File: config.mk
export PLATFORM = sky130hd
export DESIGN_NAME = multicycle_proc_controller_flat
export DESIGN_NICKNAME = d
export VERILOG_FILES = /design/src/rtl/multicycle_proc_controller_if.sv /design/src/rtl/multicycle_proc_controller.sv /design/src/flat_wrapper.sv
export SDC_FILE = /design/constraint.sdc
export NUM_CORES = 1
export LEC_CHECK = 0
export CAP_MARGIN = 20
export CORE_ASPECT_RATIO = 0.7
export CORE_MARGIN = 10
export CORE_UTILIZATION = 44
export DETAILED_ROUTE_END_ITERATION = 10
export PLACE_DENSITY = 0.78
export SLEW_MARGIN = 20
export SYNTH_ARGS = -nofsm -noshare
export SYNTH_HDL_FRONTEND = slang
export SYNTH_SLANG_ARGS = --single-unit
File: constraint.sdc
create_clock -name clk -period 2.3 [get_ports clk]
set_input_delay 0.575 -clock clk [delete_from_list [all_inputs] [get_ports clk]]
set_output_delay 0.575 -clock clk [all_outputs]
set_load 0.02 [all_outputs]
File: src/rtl/multicycle_proc_controller_if.sv
// ---------------------------------------------------------------------------
// multicycle_proc_controller_if
//
// Bundles the controller's instruction/data memory handshake and datapath
// control signals.
//
//   master : the controller side. It receives opcode, imem_ready and
//            dmem_ready, and drives every strobe and control field.
//   slave  : the datapath and memory side. It is the mirror of master.
//
// Signals:
//   opcode       opcode field of the fetched word (valid with imem_ready)
//   imem_ready   instruction memory returns data this cycle
//   dmem_ready   data memory access completes this cycle
//   imem_req     instruction fetch request
//   dmem_req     data memory request
//   mem_write    data request is a store
//   ir_write     load IR
//   pc_write     update PC
//   alu_control  ALU operation
//   alusrc       ALU operand B is the immediate
//   mem_to_reg   writeback data comes from memory
//   branch       conditional branch evaluation
//   jal          jump-and-link
//   reg_write    register file write enable
//   retire       one-cycle pulse when an instruction completes
//   mem_fault    sticky memory-timeout fault
// ---------------------------------------------------------------------------
interface multicycle_proc_controller_if #(
    parameter int OPCODE_WIDTH   = 8,
    parameter int ALU_CTRL_WIDTH = 8
);
    logic [OPCODE_WIDTH-1:0]   opcode;
    logic                      imem_ready;
    logic                      dmem_ready;
    logic                      imem_req;
    logic                      dmem_req;
    logic                      mem_write;
    logic                      ir_write;
    logic                      pc_write;
    logic [ALU_CTRL_WIDTH-1:0] alu_control;
    logic                      alusrc;
    logic                      mem_to_reg;
    logic                      branch;
    logic                      jal;
    logic                      reg_write;
    logic                      retire;
    logic                      mem_fault;

    modport master (
        input  opcode, imem_ready, dmem_ready,
        output imem_req, dmem_req, mem_write, ir_write, pc_write,
               alu_control, alusrc, mem_to_reg, branch, jal,
               reg_write, retire, mem_fault
    );

    modport slave (
        output opcode, imem_ready, dmem_ready,
        input  imem_req, dmem_req, mem_write, ir_write, pc_write,
               alu_control, alusrc, mem_to_reg, branch, jal,
               reg_write, retire, mem_fault
    );
endinterface

File: src/rtl/multicycle_proc_controller.sv
// ---------------------------------------------------------------------------
// multicycle_proc_controller
//
// This is the multi-cycle instruction sequencer. It steps each instruction
// through the FETCH, DECODE, EXEC, MEM and WB states. It waits on the
// instruction and data memory handshakes for as long as they take. If a
// handshake stalls past MEM_TIMEOUT cycles, the controller traps into a
// sticky FAULT state.
//
// Ports:
//   clk      system clock, rising edge
//   reset_n  synchronous, active-low reset
//   bus      controller side (master) of multicycle_proc_controller_if
//
// Opcode classes are decoded from the latched opcode, in priority order:
//   op[4]&op[5] JAL, op[4]&op[6] SW, op[4] LW, op[7] ALUI/CMPI,
//   op[6] BCOND, otherwise ALUR/CMPR.
// ---------------------------------------------------------------------------
module multicycle_proc_controller #(
    parameter int OPCODE_WIDTH   = 8,
    parameter int ALU_CTRL_WIDTH = 8,
    parameter int MEM_TIMEOUT    = 15
) (
    input  logic                         clk,
    input  logic                         reset_n,
    multicycle_proc_controller_if.master bus
);

    typedef enum logic [2:0] {
        S_FETCH,
        S_DECODE,
        S_EXEC,
        S_MEM,
        S_WB,
        S_FAULT
    } state_t;

    typedef enum logic [2:0] {
        C_ALUR,
        C_ALUI,
        C_BCOND,
        C_LW,
        C_SW,
        C_JAL
    } iclass_t;

    // The counter only needs to reach MEM_TIMEOUT. With the timeout
    // disabled it is a single unused bit.
    localparam int               CNT_W     = (MEM_TIMEOUT > 0) ? $clog2(MEM_TIMEOUT + 1) : 1;
    localparam logic [CNT_W-1:0] CNT_LIMIT = CNT_W'(MEM_TIMEOUT);
    localparam bit               TIMEOUT_EN = (MEM_TIMEOUT > 0);

    state_t                  state, state_n;
    logic [OPCODE_WIDTH-1:0] op_q;
    logic [CNT_W-1:0]        wait_cnt;
    logic                    cnt_inc;
    logic                    timeout_hit;
    iclass_t                 iclass;

    // Ungated control values. Everything is forced low while reset_n is
    // low, so an instruction aborted by reset cannot fire a strobe on
    // the reset edge.
    logic                      imem_req_c, dmem_req_c, mem_write_c, ir_write_c;
    logic                      pc_write_c, alusrc_c, mem_to_reg_c, branch_c;
    logic                      jal_c, reg_write_c, retire_c, mem_fault_c;
    logic [ALU_CTRL_WIDTH-1:0] alu_control_c;

    // ---------------------------------------------------------------
    // Instruction class decode from the latched opcode
    // ---------------------------------------------------------------
    always_comb begin
        if (op_q[4] && op_q[5])      iclass = C_JAL;
        else if (op_q[4] && op_q[6]) iclass = C_SW;
        else if (op_q[4])            iclass = C_LW;
        else if (op_q[7])            iclass = C_ALUI;
        else if (op_q[6])            iclass = C_BCOND;
        else                         iclass = C_ALUR;
    end

    assign timeout_hit = TIMEOUT_EN && (wait_cnt == CNT_LIMIT);

    // ---------------------------------------------------------------
    // Next-state and control decode
    // ---------------------------------------------------------------
    always_comb begin
        // NOTE: every signal assigned in this block gets a default here
        // first. That way no path leaves a value held over, and no latch
        // is inferred.
        state_n       = state;
        cnt_inc       = 1'b0;
        imem_req_c    = 1'b0;
        dmem_req_c    = 1'b0;
        mem_write_c   = 1'b0;
        ir_write_c    = 1'b0;
        pc_write_c    = 1'b0;
        alusrc_c      = 1'b0;
        mem_to_reg_c  = 1'b0;
        branch_c      = 1'b0;
        jal_c         = 1'b0;
        reg_write_c   = 1'b0;
        retire_c      = 1'b0;
        mem_fault_c   = 1'b0;
        alu_control_c = '0;

        case (state)
            S_FETCH: begin
                imem_req_c = 1'b1;
                // Ready wins over a timeout reached in the same cycle.
                if (bus.imem_ready) begin
                    ir_write_c = 1'b1;
                    state_n    = S_DECODE;
                end else if (timeout_hit) begin
                    state_n = S_FAULT;
                end else begin
                    cnt_inc = TIMEOUT_EN;
                end
            end

            S_DECODE: begin
                state_n = S_EXEC;
            end

            S_EXEC: begin
                alu_control_c = op_q[ALU_CTRL_WIDTH-1:0];
                alusrc_c      = (iclass != C_ALUR) && (iclass != C_BCOND);
                case (iclass)
                    C_BCOND: begin
                        branch_c   = 1'b1;
                        pc_write_c = 1'b1;
                        retire_c   = 1'b1;
                        state_n    = S_FETCH;
                    end
                    C_LW, C_SW: state_n = S_MEM;
                    default:    state_n = S_WB;
                endcase
            end

            S_MEM: begin
                dmem_req_c    = 1'b1;
                alusrc_c      = 1'b1;
                alu_control_c = op_q[ALU_CTRL_WIDTH-1:0];
                mem_write_c   = (iclass == C_SW);
                if (bus.dmem_ready) begin
                    if (iclass == C_SW) begin
                        pc_write_c = 1'b1;
                        retire_c   = 1'b1;
                        state_n    = S_FETCH;
                    end else begin
                        state_n = S_WB;
                    end
                end else if (timeout_hit) begin
                    state_n = S_FAULT;
                end else begin
                    cnt_inc = TIMEOUT_EN;
                end
            end

            S_WB: begin
                reg_write_c  = 1'b1;
                pc_write_c   = 1'b1;
                retire_c     = 1'b1;
                mem_to_reg_c = (iclass == C_LW);
                jal_c        = (iclass == C_JAL);
                state_n      = S_FETCH;
            end

            S_FAULT: begin
                mem_fault_c = 1'b1;
            end

            default: begin
                state_n = S_FETCH;
            end
        endcase
    end

    // ---------------------------------------------------------------
    // State, latched opcode and wait counter
    // ---------------------------------------------------------------
    always_ff @(posedge clk) begin
        // NOTE: sequential state uses non-blocking assignments only, so
        // every register samples the values from before the edge.
        if (!reset_n) begin
            state    <= S_FETCH;
            op_q     <= '0;
            wait_cnt <= '0;
        end else begin
            state <= state_n;
            if (ir_write_c) begin
                op_q <= bus.opcode;
            end
            if (state_n != state) begin
                wait_cnt <= '0;
            end else if (cnt_inc) begin
                wait_cnt <= wait_cnt + 1'b1;
            end
        end
    end

    // ---------------------------------------------------------------
    // Outputs, all held low during reset
    // ---------------------------------------------------------------
    assign bus.imem_req    = reset_n & imem_req_c;
    assign bus.dmem_req    = reset_n & dmem_req_c;
    assign bus.mem_write   = reset_n & mem_write_c;
    assign bus.ir_write    = reset_n & ir_write_c;
    assign bus.pc_write    = reset_n & pc_write_c;
    assign bus.alusrc      = reset_n & alusrc_c;
    assign bus.mem_to_reg  = reset_n & mem_to_reg_c;
    assign bus.branch      = reset_n & branch_c;
    assign bus.jal         = reset_n & jal_c;
    assign bus.reg_write   = reset_n & reg_write_c;
    assign bus.retire      = reset_n & retire_c;
    assign bus.mem_fault   = reset_n & mem_fault_c;
    assign bus.alu_control = reset_n ? alu_control_c : '0;

endmodule

File: src/flat_wrapper.sv
// flat-port wrapper written by rule: the top's interface ports become plain ports
module multicycle_proc_controller_flat 
#(
    parameter int OPCODE_WIDTH   = 8,
    parameter int ALU_CTRL_WIDTH = 8,
    parameter int MEM_TIMEOUT    = 15
)
  (clk, reset_n, bus_opcode, bus_imem_ready, bus_dmem_ready, bus_imem_req, bus_dmem_req, bus_mem_write, bus_ir_write, bus_pc_write, bus_alu_control, bus_alusrc, bus_mem_to_reg, bus_branch, bus_jal, bus_reg_write, bus_retire, bus_mem_fault);
  multicycle_proc_controller_if #(.OPCODE_WIDTH(OPCODE_WIDTH), .ALU_CTRL_WIDTH(ALU_CTRL_WIDTH)) bus_i ();
  input  logic clk;
  input  logic reset_n;
  input wire logic [$bits(bus_i.opcode)-1:0] bus_opcode;
  input wire logic [$bits(bus_i.imem_ready)-1:0] bus_imem_ready;
  input wire logic [$bits(bus_i.dmem_ready)-1:0] bus_dmem_ready;
  output wire logic [$bits(bus_i.imem_req)-1:0] bus_imem_req;
  output wire logic [$bits(bus_i.dmem_req)-1:0] bus_dmem_req;
  output wire logic [$bits(bus_i.mem_write)-1:0] bus_mem_write;
  output wire logic [$bits(bus_i.ir_write)-1:0] bus_ir_write;
  output wire logic [$bits(bus_i.pc_write)-1:0] bus_pc_write;
  output wire logic [$bits(bus_i.alu_control)-1:0] bus_alu_control;
  output wire logic [$bits(bus_i.alusrc)-1:0] bus_alusrc;
  output wire logic [$bits(bus_i.mem_to_reg)-1:0] bus_mem_to_reg;
  output wire logic [$bits(bus_i.branch)-1:0] bus_branch;
  output wire logic [$bits(bus_i.jal)-1:0] bus_jal;
  output wire logic [$bits(bus_i.reg_write)-1:0] bus_reg_write;
  output wire logic [$bits(bus_i.retire)-1:0] bus_retire;
  output wire logic [$bits(bus_i.mem_fault)-1:0] bus_mem_fault;
  assign bus_i.opcode = bus_opcode;
  assign bus_i.imem_ready = bus_imem_ready;
  assign bus_i.dmem_ready = bus_dmem_ready;
  assign bus_imem_req = bus_i.imem_req;
  assign bus_dmem_req = bus_i.dmem_req;
  assign bus_mem_write = bus_i.mem_write;
  assign bus_ir_write = bus_i.ir_write;
  assign bus_pc_write = bus_i.pc_write;
  assign bus_alu_control = bus_i.alu_control;
  assign bus_alusrc = bus_i.alusrc;
  assign bus_mem_to_reg = bus_i.mem_to_reg;
  assign bus_branch = bus_i.branch;
  assign bus_jal = bus_i.jal;
  assign bus_reg_write = bus_i.reg_write;
  assign bus_retire = bus_i.retire;
  assign bus_mem_fault = bus_i.mem_fault;
  multicycle_proc_controller #(.OPCODE_WIDTH(OPCODE_WIDTH), .ALU_CTRL_WIDTH(ALU_CTRL_WIDTH), .MEM_TIMEOUT(MEM_TIMEOUT)) u_core (.clk(clk), .reset_n(reset_n), .bus(bus_i));
endmodule
Yosys cells after proc, flatten, opt, wreduce, memory -nomap -nowiden. Cells that the tools add are included.

Input port bits: 12. Register bits: 15. Output and inout port bits: 20.

Bitwise operators: 12. Mux-type cells: 32. Equality and inequality tests: 12. $add $sub $neg: 1. Reductions and logical operators: 8.

Operators by type and width (count): 3-bit two-way mux (8); 1-bit two-way mux (16); 8-bit two-way mux (2); 3-bit one-hot mux with 5 select lines (1); 3-bit by 2-bit == test with 1-bit output, second input constant (4); 3-bit == test, second input constant (4); 1-bit bitwise AND (11); 3-bit one-hot mux with 2 select lines (1); 2-bit OR reduction (3); 4-bit by 1-bit adder with 4-bit output, second input constant (1); 4-bit == test, second input constant (1); 1-bit one-hot mux with 2 select lines (2); 3-bit by 1-bit == test with 1-bit output, second input constant (1); 1-bit logical AND (3); 3-bit zero test (1); 3-bit by 2-bit != test with 1-bit output, second input constant (1); 3-bit != test (1); 1-bit one-hot mux with 3 select lines (1); 3-bit nonzero test (1); 2-bit two-way mux (1); 1-bit inverter (1).

Longest topological paths before layout.
Word-level depth: 11. Gate-level depth with buffers: 7.

Least setup slack after synthesis. Ideal clock, no wire load.

Kind: register to output. From: register u_core.state[0]. To: output port bus_mem_to_reg. Stages on the path, launching flop included: 5. Setup slack: -61 ps. Arrival time: 1786 ps. Cells stage by stage: dfxtp_1 > buf_6 > clkbuf_1 > nor4_1 > and3b_1.

Word-level cells in the longest chain between the ends: 3.

RTL lines: start, declared (RTL line multicycle_proc_controller.sv:53) `state_t state, state_n;`; start signal, assigned (RTL line multicycle_proc_controller.sv:188) `state <= state_n;`; 3-bit == test (RTL line multicycle_proc_controller.sv:105) `case (state)`; 1-bit two-way mux (RTL line multicycle_proc_controller.sv:105); 1-bit bitwise AND (RTL line multicycle_proc_controller.sv:209) `assign bus.mem_to_reg = reset_n & mem_to_reg_c;`; end, declared (RTL line flat_wrapper.sv:22) `output wire logic [$bits(bus_i.mem_to_reg)-1:0] bus_mem_to_reg;`.

No other way between the ends.

Worst setup path in the final report.
From: input port reset_n. To: output port bus_jal.

Word-level cells in the longest chain between the ends: 1.

RTL lines: start, declared (RTL line flat_wrapper.sv:11) `input logic reset_n;`; 1-bit bitwise AND (RTL line multicycle_proc_controller.sv:211) `assign bus.jal = reset_n & jal_c;`; end, declared (RTL line flat_wrapper.sv:24) `output wire logic [$bits(bus_i.jal)-1:0] bus_jal;`.

No other way between the ends.

==> reports/results.ini <==
[layout]
utilization = 0.677
design_area_mm2 = 0.00131
nNetsFinal = 182
n_antenna_cell = 0
n_fill_cell = 172
fin_cells = 190
area_growth_pct = 41.3
drive_above_1_share = 0.298

[critical_path]
end_kind = output pin
cp.arrival_ns = 1.71
crit_type = in2out
timing.rr.start = u_core.state[0]
crit_required_ns = 1.73
critPathLaunchType = input port
r2r_end = u_core.wait_cnt[2]
reg2reg_depth = 5
r2r_slack_ns = 0.56
cp_max_fo = 3

[logic_synthesis]
ys_top_cells_by_count = nand2_1, dfxtp_1, a21oi_1, and3_1, nor3_1
netlist_instances = 123
synth_top_area_cell = dfxtp_1
synth_xor_area_frac = 0.0189
synth_area_leaders = dfxtp_1, and3_1, nand2_1
ys_ff_latch = 15
synthArstFlopShare = 0
synth_edf_count = 0
synth_top_area_share = 0.324
synth_simple_gate_area_frac = 0.356
synth_top_family_by_area = simple AND/OR/NAND/NOR gates
syn_nets = 136
yosysWarningCount = 0
yosys_most_used_dff = dfxtp_1
syn_area_per_cell_um2 = 7.54
synth_compound_area_frac = 0.216
muxShareOfSynthArea = 0
post-synth-top-count-cell = nand2_1
synth_cell_type_count = 38
synthAdderAreaFrac = 0.0135
syn_area_um2 = 927
yosysSeqAreaShare = 0.324

[power]
power.leakage_uw = 0.000618
power-per-cell-area_mw_per_mm2 = 475
swShare = 0.317
ir_drop_v = 0.000231
finalPower_uw = 622
p_int_uw = 425
pwr-share-comb = 0.273
pwr-share-seq = 0.473
clock_power_share = 0.254
power_switching_uw = 197

[min_path]
hp-class = reg2reg
hp-start = u_core.op_q[3]
hold_end = u_core.op_q[3]
hold_depth = 2

[die]
die_h_um = 58.4
die_w_um = 74.9
start_util = 0.479
core_mm2 = 0.00194
dieArea_mm2 = 0.00437
std_cell_rows = 13
io_pins = 32

[global_route]
antenna_found_initial = 0
grt_max_degree = 12
grt_pass1_wl_mm = 5.00
met3_usage = 0.0519
grtUsageMet1 = 0.182
top_usage_layer = met2
met2_usage = 0.226
track_usage = 0.143
grt_pass1_vias = 1031
grt_overflow = 0

[detailed_routing]
drtPass1Iterations = 4
detail_route.wl_per_cell_um = 16.3
drt-initial-drc-count = 105
num_vias = 1085
drc = 0
ant_nets = 0
vias_per_cell = 5.71
wirelength_mm = 3.10

[clock_tree]
cts_buffers = 3
cts_buffer_depth = 2
clk_pin_slew_worst_paths_ns = 0.09
htree_levels = 1
cts_tree = built
insertion_delay_ns = 0.29
postCtsSetupBuffers = 0
clock-root-buffer = clkbuf_4
postCtsHoldBufs = 0
cts_sinks = 15

[sta]
hold_violations = 0
relSlewSlack = 0.710
setup_violations = 0
period_minus_slack_ns = 2.29
rsz0062_at_grt = true
period_share = 0.994
max_freq_mhz = 438
worstMarginPinSlew_ns = 0.434
clock_skew_ns = 0.00374
slew_viol_final = 0

[placed_design]
dpl.cell_count = 186
hpwl_mm = 2.42
placed_area_mm2 = 0.00137
gp_congestion = 0.931
port_buffers = 31

[run_status]
status = complete, no violations

[run]
drv_cap = 0

per-layer routing:
layer	vias up	part of all wire	wire length [µm]
li1	533	-	-
met1	496	0.44	1380
met2	50	0.47	1460
met3	6	0.073	225
met4	0	0.014	42
met5	-	0	0
critical path: stages:
cell and delay (ns):
clkdlybuf4s50_1 0.47, inv_1 0.08, nor4_4 0.26, and3_1 0.19, buf_4 0.14
sequential cells by signal, summed over array words and instances, names as in the netlist:
signal / flops
u_core.op_q: 8
u_core.state: 3
u_core.wait_cnt: 4
area by class of cell:
cell class | instances | area, µm² | share of cell area
clock buffer | 4 | 26.3 | 0.0201
tap | 22 | 27.5 | 0.0210
sequential | 15 | 302 | 0.230
inverter | 3 | 11.3 | 0.00860
multi-input combinational | 95 | 576 | 0.439
timing repair buffer | 51 | 368 | 0.281
layout by cell type (no fill, tap or decap), types with 2 or more instances in the layout:
| cell | n |
|---|---|
| buf_4 | 23 |
| inv_1 | 3 |
| nor3_1 | 7 |
| nand2_1 | 21 |
| o21ai_0 | 2 |
| and2_1 | 4 |
| buf_2 | 17 |
| nand3_1 | 3 |
| nor2_1 | 5 |
| dfxtp_1 | 14 |
| clkdlybuf4s50_1 | 11 |
| clkbuf_4 | 3 |
| nand2b_1 | 2 |
| a21oi_1 | 13 |
| xor2_1 | 2 |
| and3_1 | 13 |
how the worst max path moves through the flow:
stage                               to            start  depth (start not counted)
global route                   bus_jal          reset_n                          5
detailed placement             bus_jal          reset_n                          5
CTS                 bus_alu_control[1]          reset_n                          5
global placement        bus_mem_to_reg          reset_n                          5
floorplan               bus_mem_to_reg  u_core.state[0]                          4
finish                         bus_jal          reset_n                          5
power by group through the flow:
stage | Sequential [µW] | Clock (µW) | Combinational [µW]
2_1_floorplan | 289 | 0 | 96.3
3_3_place_gp | 297 | 0 | 168
3_5_place_dp | 298 | 0 | 172
4_1_cts | 293 | 160 | 170
5_1_grt | 296 | 176 | 184
6_report | 294 | 158 | 170
logic make-up after synthesis:
group | after synthesis
and+or+nand+nor | 63
AOI/OAI and AO/OA | 29
DFF | 15
buffers and inverters | 13
xor gates and xnor gates | 2
adders and majority gates | 1
through the flow:
stage	hold WS [ns]	worst slack (ns)	TNS, ns
floorplan	0.432	0.214	0
global placement	0.438	-0.391	-7.08
detailed placement	0.444	-0.435	-7.31
CTS	0.457	0.0000622	0
global route	0.466	-0.0338	-0.0670
finish	0.460	0.0144	0
what timing repair did:
action,CTS,global route
gates resized for setup,79,9
pin swaps,0,1
cloned,0,0
setup endpoints to repair,20,8
Note: power is estimated with default switching activity, not from simulation.
